**src/rtl/accumulator_datapath_pkg.sv**
```systemverilog
// Shared constants and types for the accumulator CPU datapath and its control unit.
package accumulator_datapath_pkg;

  localparam int unsigned DATA_W = 8;
  localparam int unsigned ADDR_W = 8;
  localparam int unsigned OP_W   = 3;

  typedef enum logic [1:0] {
    BUS_MEM = 2'd0,
    BUS_DR  = 2'd1,
    BUS_PC  = 2'd2,
    BUS_AC  = 2'd3
  } bus_sel_e;

  typedef enum logic [OP_W-1:0] {
    OP_LOAD  = 3'd0,
    OP_STORE = 3'd1,
    OP_ADD   = 3'd2,
    OP_SUB   = 3'd3,
    OP_JMP   = 3'd4,
    OP_JEQ   = 3'd5
  } opcode_e;

  // Instruction word layout: opcode in the top bits, operand address below.
  typedef struct packed {
    opcode_e                   op;
    logic [DATA_W-OP_W-1:0]    addr;
  } instr_t;

endpackage

```
**src/rtl/accumulator_datapath_if.sv**
```systemverilog
// Control/status bundle between the control unit (master) and the datapath (slave).
interface accumulator_datapath_if
  import accumulator_datapath_pkg::*;
#(
  parameter int unsigned W  = DATA_W,
  parameter int unsigned AW = ADDR_W
);

  logic          ARLoad;
  logic          DRLoad;
  logic          PCLoad;
  logic          ACLoad;
  logic          IRLoad;
  logic          ALUSel;
  logic          PCInc;
  logic          memRW;
  logic [1:0]    BusSel;
  logic          LD_EN;
  logic [AW-1:0] LD_ADDR;
  logic [W-1:0]  LD_DATA;
  logic [2:0]    IR;
  logic          Z;
  logic [W-1:0]  AC_OUT;
  logic [AW-1:0] PC_OUT;

  modport master (
    output ARLoad, DRLoad, PCLoad, ACLoad, IRLoad, ALUSel, PCInc, memRW, BusSel,
    output LD_EN, LD_ADDR, LD_DATA,
    input  IR, Z, AC_OUT, PC_OUT
  );

  modport slave (
    input  ARLoad, DRLoad, PCLoad, ACLoad, IRLoad, ALUSel, PCInc, memRW, BusSel,
    input  LD_EN, LD_ADDR, LD_DATA,
    output IR, Z, AC_OUT, PC_OUT
  );

endinterface

```
**src/rtl/accumulator_datapath_ram.sv**
```systemverilog
// Word RAM with asynchronous read and a single write port shared by the program
// loader and the CPU store path; writes are blocked while in reset.
module accumulator_datapath_ram
  import accumulator_datapath_pkg::*;
#(
  parameter int unsigned W  = DATA_W,
  parameter int unsigned AW = ADDR_W
) (
  input  logic          clk,
  input  logic          rst_n,
  input  logic          ld_en,
  input  logic [AW-1:0] ld_addr,
  input  logic [W-1:0]  ld_data,
  input  logic          cpu_we,
  input  logic [AW-1:0] addr,
  input  logic [W-1:0]  cpu_data,
  output logic [W-1:0]  rdata
);

  localparam int unsigned DEPTH = 1 << AW;

  logic [W-1:0]  mem [DEPTH];
  logic          we;
  logic [AW-1:0] waddr;
  logic [W-1:0]  wdata;

  // Loader has priority over a CPU store in the same cycle.
  always_comb begin
    we    = rst_n & (ld_en | cpu_we);
    waddr = ld_en ? ld_addr : addr;
    wdata = ld_en ? ld_data : cpu_data;
  end

  always_ff @(posedge clk) begin
    if (we) mem[waddr] <= wdata;
  end

  assign rdata = mem[addr];

endmodule

```
**src/rtl/accumulator_datapath.sv**
```systemverilog
// Accumulator CPU datapath: AR/PC/DR/AC/IR registers, 4-source bus, add/sub ALU
// and word RAM. Sequencing is owned entirely by the external control unit.
module accumulator_datapath
  import accumulator_datapath_pkg::*;
#(
  parameter int unsigned W  = DATA_W,
  parameter int unsigned AW = ADDR_W
) (
  input  logic                   CLK,
  input  logic                   RESETn,
  accumulator_datapath_if.slave  dp
);

  logic [AW-1:0] ar;
  logic [AW-1:0] pc;
  logic [W-1:0]  dr;
  logic [W-1:0]  ac;
  logic [2:0]    ir;
  logic [W-1:0]  bus;
  logic [W-1:0]  alu;
  logic [W-1:0]  mem_rd;

  // Bus is driven from pre-edge register values, so a register may drive and load in one cycle.
  always_comb begin
    bus = '0;
    unique case (bus_sel_e'(dp.BusSel))
      BUS_MEM: bus = mem_rd;
      BUS_DR:  bus = dr;
      BUS_PC:  bus = W'(pc);
      BUS_AC:  bus = ac;
    endcase
  end

  assign alu = dp.ALUSel ? (ac - bus) : (ac + bus);

  always_ff @(posedge CLK) begin
    if (!RESETn) begin
      ar <= '0;
      pc <= '0;
      dr <= '0;
      ac <= '0;
      ir <= '0;
    end else begin
      // ARLoad overrides the operand address that IRLoad would place in AR.
      if (dp.ARLoad)      ar <= AW'(bus);
      else if (dp.IRLoad) ar <= AW'(dr[W-4:0]);
      if (dp.IRLoad)      ir <= dr[W-1:W-3];
      if (dp.DRLoad)      dr <= bus;
      if (dp.PCLoad)      pc <= AW'(bus);
      else if (dp.PCInc)  pc <= pc + AW'(1);
      if (dp.ACLoad)      ac <= alu;
    end
  end

  accumulator_datapath_ram #(
    .W  (W),
    .AW (AW)
  ) u_ram (
    .clk      (CLK),
    .rst_n    (RESETn),
    .ld_en    (dp.LD_EN),
    .ld_addr  (dp.LD_ADDR),
    .ld_data  (dp.LD_DATA),
    .cpu_we   (~dp.memRW),
    .addr     (ar),
    .cpu_data (bus),
    .rdata    (mem_rd)
  );

  assign dp.IR     = ir;
  assign dp.Z      = (ac == '0);
  assign dp.AC_OUT = ac;
  assign dp.PC_OUT = pc;

endmodule
```
**src/flat_wrapper.sv**
```systemverilog
// flat-port wrapper written by rule: the top's interface ports become plain ports
module accumulator_datapath_flat import accumulator_datapath_pkg::*;
#(
  parameter int unsigned W  = DATA_W,
  parameter int unsigned AW = ADDR_W
)
  (CLK, RESETn, dp_ARLoad, dp_DRLoad, dp_PCLoad, dp_ACLoad, dp_IRLoad, dp_ALUSel, dp_PCInc, dp_memRW, dp_BusSel, dp_LD_EN, dp_LD_ADDR, dp_LD_DATA, dp_IR, dp_Z, dp_AC_OUT, dp_PC_OUT);
  accumulator_datapath_if #(.W(W), .AW(AW)) dp_i ();
  input  logic CLK;
  input  logic RESETn;
  input wire logic [$bits(dp_i.ARLoad)-1:0] dp_ARLoad;
  input wire logic [$bits(dp_i.DRLoad)-1:0] dp_DRLoad;
  input wire logic [$bits(dp_i.PCLoad)-1:0] dp_PCLoad;
  input wire logic [$bits(dp_i.ACLoad)-1:0] dp_ACLoad;
  input wire logic [$bits(dp_i.IRLoad)-1:0] dp_IRLoad;
  input wire logic [$bits(dp_i.ALUSel)-1:0] dp_ALUSel;
  input wire logic [$bits(dp_i.PCInc)-1:0] dp_PCInc;
  input wire logic [$bits(dp_i.memRW)-1:0] dp_memRW;
  input wire logic [$bits(dp_i.BusSel)-1:0] dp_BusSel;
  input wire logic [$bits(dp_i.LD_EN)-1:0] dp_LD_EN;
  input wire logic [$bits(dp_i.LD_ADDR)-1:0] dp_LD_ADDR;
  input wire logic [$bits(dp_i.LD_DATA)-1:0] dp_LD_DATA;
  output wire logic [$bits(dp_i.IR)-1:0] dp_IR;
  output wire logic [$bits(dp_i.Z)-1:0] dp_Z;
  output wire logic [$bits(dp_i.AC_OUT)-1:0] dp_AC_OUT;
  output wire logic [$bits(dp_i.PC_OUT)-1:0] dp_PC_OUT;
  assign dp_i.ARLoad = dp_ARLoad;
  assign dp_i.DRLoad = dp_DRLoad;
  assign dp_i.PCLoad = dp_PCLoad;
  assign dp_i.ACLoad = dp_ACLoad;
  assign dp_i.IRLoad = dp_IRLoad;
  assign dp_i.ALUSel = dp_ALUSel;
  assign dp_i.PCInc = dp_PCInc;
  assign dp_i.memRW = dp_memRW;
  assign dp_i.BusSel = dp_BusSel;
  assign dp_i.LD_EN = dp_LD_EN;
  assign dp_i.LD_ADDR = dp_LD_ADDR;
  assign dp_i.LD_DATA = dp_LD_DATA;
  assign dp_IR = dp_i.IR;
  assign dp_Z = dp_i.Z;
  assign dp_AC_OUT = dp_i.AC_OUT;
  assign dp_PC_OUT = dp_i.PC_OUT;
  accumulator_datapath #(.W(W), .AW(AW)) u_core (.CLK(CLK), .RESETn(RESETn), .dp(dp_i));
endmodule
```
**config.mk**
```make
export PLATFORM = sky130hd
export DESIGN_NAME = accumulator_datapath_flat
export DESIGN_NICKNAME = d
export VERILOG_FILES = /design/src/rtl/accumulator_datapath_pkg.sv /design/src/rtl/accumulator_datapath_if.sv /design/src/rtl/accumulator_datapath_ram.sv /design/src/rtl/accumulator_datapath.sv /design/src/flat_wrapper.sv
export SDC_FILE = /design/constraint.sdc
export NUM_CORES = 2
export LEC_CHECK = 0
export CELL_PAD_IN_SITES_DETAIL_PLACEMENT = 0
export CELL_PAD_IN_SITES_GLOBAL_PLACEMENT = 1
export CORE_UTILIZATION = 55
export DETAILED_ROUTE_END_ITERATION = 6
export GPL_TIMING_DRIVEN = 0
export PLACE_DENSITY = 0.84
export SYNTH_ARGS = -nofsm -noshare
export SYNTH_HDL_FRONTEND = slang
export SYNTH_SLANG_ARGS = --single-unit
```
**constraint.sdc**
```tcl
create_clock -name CLK -period 21.5 [get_ports CLK]
set_input_delay 3.225 -clock CLK [delete_from_list [all_inputs] [get_ports CLK]]
set_output_delay 3.225 -clock CLK [all_outputs]
set_load 0.02 [all_outputs]
```
Word-level counts from Yosys, hierarchy flattened
Memories as Yosys holds them, arrays and structs flattened. A register that Yosys moved wholly into a read port is not among the register bits.
Cells that the tools add are included.
{"block": "classes", "eq_ne": 3, "n_reduce_logical": 4, "mux": 12, "bitwise_logic": 3, "n_addsub": 3}
{"operator": "two-way mux 8 bit", "count": 9}
{"operator": "case mux 8 bit (4 select lines)", "count": 1}
{"operator": "adder 8 x 1 -> 8 bit, second input constant", "count": 1}
{"operator": "adder 8 bit", "count": 1}
{"operator": "logical NOT 8 bit", "count": 1}
{"operator": "subtractor 8 bit", "count": 1}
{"operator": "equality test 2 bit, second input constant", "count": 2}
{"operator": "nonzero test 2 bit", "count": 2}
{"operator": "equality test 2 x 1 -> 1 bit, second input constant", "count": 1}
{"operator": "logical NOT 2 bit", "count": 1}
{"operator": "two-way mux 1 bit", "count": 2}
{"operator": "AND 1 bit", "count": 1}
{"operator": "NOT 1 bit", "count": 1}
{"operator": "OR 1 bit", "count": 1}
{"block": "word_totals", "reg_bits": 35, "mem_count": 1, "input_bits": 29, "output_inout_bits": 20, "ram_bits": 2048, "word_cells": 31}
{"memory": "u_core.u_ram.mem", "depth": 256, "word_bits": 8, "read_ports": 1, "rd_ports_with_merged_regs": 1, "wr": 1, "line": "accumulator_datapath_ram.sv:22", "text": "logic [W-1:0] mem [DEPTH];"}

Logic depth before layout (Yosys ltp)
{"block": "logic_depth", "ltp_word": 5, "depth_mapped": 30, "depth_no_buf": 22}

Hierarchy
Synthesis repeated with hierarchy kept, for this count alone.
{"block": "unflattened", "cells_unflattened": 3863, "area_unflattened_um2": 81650.8}
{"module": "accumulator_datapath_ram", "area_per_inst_um2": 79583.8, "seq_area_each_um2": 61499.0, "cells_per_inst": 3646, "instances": 1}
{"module": "accumulator_datapath", "area_per_inst_um2": 2067.0, "seq_area_each_um2": 700.7, "cells_per_inst": 217, "instances": 1}

Worst setup path before layout
OpenSTA, ideal clock, no wires.
{"block": "synth_path", "path_kind": "input -> register", "startpoint": "input dp_BusSel[0]", "endpoint": "memory u_core.u_ram.mem[0][3] (netlist bit) (data pin)", "n_path_buf": 1, "path_slack_ns": 4.752, "arrival_time_ns": 14.559, "setup_time_ns": 2.188, "t_required_ns": 19.312, "stages": 8, "path_cell_list": "clkbuf_1 nor2b_1 a22oi_1 nand3_1 a31oi_1 a311oi_1 a21boi_2 o21ai_0"}
{"block": "synth_via", "elab_chain_cells": 3}
{"element": "start: declaration", "line": "flat_wrapper.sv:19", "text": "input wire logic [$bits(dp_i.BusSel)-1:0] dp_BusSel;"}
{"element": "equality test 2 bit, or another cell as far along", "line": "accumulator_datapath.sv:26", "text": "unique case (bus_sel_e'(dp.BusSel))"}
{"element": "case mux 8 bit (4 select lines) (*)", "line": "accumulator_datapath.sv:26"}
{"element": "two-way mux 8 bit (*)", "line": "accumulator_datapath_ram.sv:31", "text": "wdata = ld_en ? ld_data : cpu_data;"}
{"element": "net u_core.u_ram.wdata[3]", "line": "accumulator_datapath_ram.sv:25", "text": "logic [W-1:0] wdata;"}
{"element": "end: declaration", "line": "accumulator_datapath_ram.sv:22"}
The timed path passes the listed nets; every way through them passes the cells marked *.

==> summary.txt <==
Run status
  • Status: finished with violations
  • Failing checks: design-rule violations, max-capacitance violations, max-slew violations

Timing
  • # setup viols final: 0
  • Unrepaired setup endpoints after global routing: false
  • Worst-Margin Slew: between 1.5 and 2 ns
  • Final Slew Violations: about 130
  • Max-slew headroom: -0.1782
  • Setup_tns: 0 ns
  • F_max: about 95 MHz
  • Endpoints failing hold: 0
  • Final period utilization: 0.4909
  • Tmin final: 10.56 ns
  • Max Clock Skew: between 0.07 and 0.08 ns

Floorplan
  • Die height: 388.6 um
  • Die width: 388.6 um
  • Die area: ~150000 um^2
  • # IOs: 49
  • Core ar.: 148000 um^2
  • Row count: ~140
  • Initial core utilization: 0.5555

Setup path
  • FF-to-FF path depth: 23
  • Bufs and invs on worst path: 7
  • Worst r2r dst: u_core.dp.AC_OUT[7]
  • Crit Path Max Fanout: 10
  • Worst path slowest cell: buf_1
  • Top delay family on crit path: buffers and inverters
  • CP most frequent cell: buf_2
  • Worst Path Required: ~22 ns
  • WP data arrival: ~11 ns
  • Worst stage delay on the critical path: 1.21 ns
  • Crit path launch type: flip-flop
  • Crit-path cells: buf_2, buf_2, buf_2, buf_2, buf_4, buf_2, buf_1, a211oi_1, nor4_1, a31oi_1, o221ai_1, a21boi_2, xor2_1, ha_1, a21boi_0, o21ai_0, nand2_1, a21o_1, a21o_1, xnor2_4, nor4b_1, mux2_2, or3b_1
  • R2R setup slack: between 10 and 15 ns
  • Kind of critical path: reg2reg
  • CP endpoint: u_core.dp.AC_OUT[7]
  • Setup crit end kind: flip-flop
  • Crit path depth: 23

Placement
  • Area after DPL: roughly 86000 um^2
  • Detail Placement HPWL: ~210 mm
  • Port Buffer Count: between 40 and 50
  • Routability cong.: roughly 1.1
  • Post-placement cell count: approximately 6k

Cells and area
  • Fill cells: roughly 9.9k
  • Final Core Density: 0.6272
  • Multi-input gate area: 18600 um^2
  • Final instance area: 92830 um^2
  • Most common cell after layout, fill and taps aside: edfxtp_1
  • Register area: approximately 62000 um^2
  • Leading cell types in the layout, fill and taps excluded: edfxtp_1 (2048), mux4_2 (498), nor2_1 (345), clkbuf_16 (203), mux2i_1 (122)
  • Layout cells sized above 1: 0.2379
  • Net count, final: around 4.3k
  • Area delta synth->final: 12.90%
  • Non-filler cells, final: between 6k and 7k

Yosys
  • EDFF count, synth: 2048
  • Cell variety after synth: 74
  • Leading area contributor after synthesis: edfxtp_1
  • Flops & latches, synth: about 2.1k
  • Post-synth ARST share: 0
  • Synth warnings: 0
  • Main flop type after synthesis: edfxtp_1
  • Seq/Total Area, Yosys: 0.7584
  • Largest cells by area after synthesis: edfxtp_1 (75%), mux4_2 (14%), nor2_1 (1.6%), mux2i_1 (1.5%), dfxtp_1 (1.0%)
  • Syn Inst Count: roughly 4.0k
  • Syn nets: slightly above 4k
  • Mapped Area: around 82000 um^2
  • Syn Area/Cell: 20.55 um^2
  • Share of the synthesized area in the top cell type: 0.7480

Power
  • Tot Pwr: 9598 uW
  • Max VDD drop: a little under 0.00009 V
  • Leak: approximately 0.029 uW
  • PD cells: 103.4 nW/um^2

Clock tree
  • Later-pin clock latency in the skew report: roughly 0.9 ns
  • H-tree depth: 4
  • Post-CTS Setup Inserts: 0
  • Worst-path clk slew: 0.06 ns
  • Clock Sinks: around 2.1k
  • Hold buffers post-CTS: 0
  • CTS tree: yes
  • Post-CTS resize count: 0
  • Total CTS buffers: 203
  • Clk buf depth: 3
  • Clock Root Buffer: clkbuf_16

Detailed routing
  • Drc violations: 32
  • Via count: 48.91k
  • Routed len/inst: between 50 and 60 um
  • Vias per cell: around 7.6
  • Initial DRC Count: 10.64k
  • Final ANT Viol Nets: 0
  • Post-Route WL: about 330 mm
  • Detailed Routing Iterations Pass 1: 7

Global routing
  • Largest net degree at the start of global routing: between 100 and 150
  • First-pass GRT wire length: 422.3 mm
  • Vias in the first global route: ~45k
  • Total GRT Usage: 0.4367
  • Initial antenna violation count: around 50
  • Total gr overflow: 0

Flow run
  • Total of max-cap violations: 15

Hold path
  • Hold Crit Class: reg2reg
  • Hold Startpoint: u_core.dp.IR[0]
-- state kept, by name, indices dropped and copies added (netlist names), named ones only --
register and count:
u_core.dp.AC_OUT 8, u_core.dp.PC_OUT 8, u_core.dp.IR 3, u_core.u_ram.mem 2048, u_core.ar 8, u_core.dr 8
-- power breakdown --
group / internal, uW / leakage, uW / switching, uW / total, uW
Clock: 2000 / 0.00324 / 1620 / 3620
Combinational: 348 / 0.00653 / 971 / 1320
Sequential: 4640 / 0.0189 / 21.2 / 4660
-- cell families (layout without fill, tap and decap cells) --
family,count (synthesis),count (layout),share of synthesized area
flip-flops,2091,2091,0.7584
multiplexers,658,658,0.1570
AND/OR/NAND/NOR,622,622,0.03291
AO/OA/AOI/OAI,352,352,0.03059
buffers and inverters,251,705,0.01741
XOR/XNOR,17,17,0.002039
adder cells (fa/ha/maj),10,10,0.001613
other,0,21,0
-- how the worst min path moves through the flow --
| stage | endpoint | slack, ns | cells past startpoint |
|---|---|---|---|
| after floorplan | u_core.dr[2] | 0.47 | 2 |
| final | u_core.dp.IR[0] | 0.53 | 2 |
| after global routing | u_core.dr[2] | 0.54 | 2 |
| after global placement | u_core.dp.IR[0] | 0.49 | 2 |
| after CTS | u_core.dr[4] | 0.52 | 2 |
| after detailed placement | u_core.dp.IR[0] | 0.51 | 2 |
-- cell usage after synthesis, types with 7 or more instances --
library cell	count
a2111oi_0	7
buf_2	48
edfxtp_1	2048
inv_1	18
nand2_1	110
buf_6	31
nor3_1	26
a211o_1	8
buf_1	13
o22ai_1	37
nor2_1	348
nor2b_1	34
a21oi_1	46
xnor2_1	10
mux2i_1	122
mux4_2	498
o221ai_1	8
a221oi_1	10
o32ai_1	13
ha_1	9
dfxtp_1	43
mux2_2	35
a31oi_1	18
buf_4	42
a22o_1	24
a211oi_1	34
nand2b_1	19
nand3_1	30
nand3b_1	8
nand4_1	14
a22oi_1	65
clkbuf_1	92
o21ai_0	41
-- routing by layer --
metal | share of wire | GRT usage
met1 | 0.32 | 0.5501
met2 | 0.41 | 0.5874
met3 | 0.18 | 0.2132
met4 | 0.090 | 0.3142
met5 | 0.00099 | 0.003828
-- stage by stage --
step                setup slack, ns  hold slack [ns]
floorplan                     4.752           0.4734
global placement             -10.60           0.4949
detailed placement            11.61           0.5052
CTS                           11.53           0.5212
global route                  11.45           0.5391
finish                        10.94           0.5284
-- area by class of cell --
class,count,share of cell area
Tap cell,1930,0.02601
Inverter,22,0.0008895
Timing Repair Buffer,83,0.01345
Sequential cell,2091,0.6717
Multi-Input combinational cell,1659,0.2004
Clock inverter,139,0.01611
Buffer,229,0.01496
Antenna cell,21,0.0005661
Clock buffer,232,0.05589
-- tightest hold or removal path, stage by stage, from the launching register on --
cell and delay [ns]:
dfxtp_1 0.34, mux2i_1 0.08, nor2_1 0.07
Power figures use the tool's default switching activity.
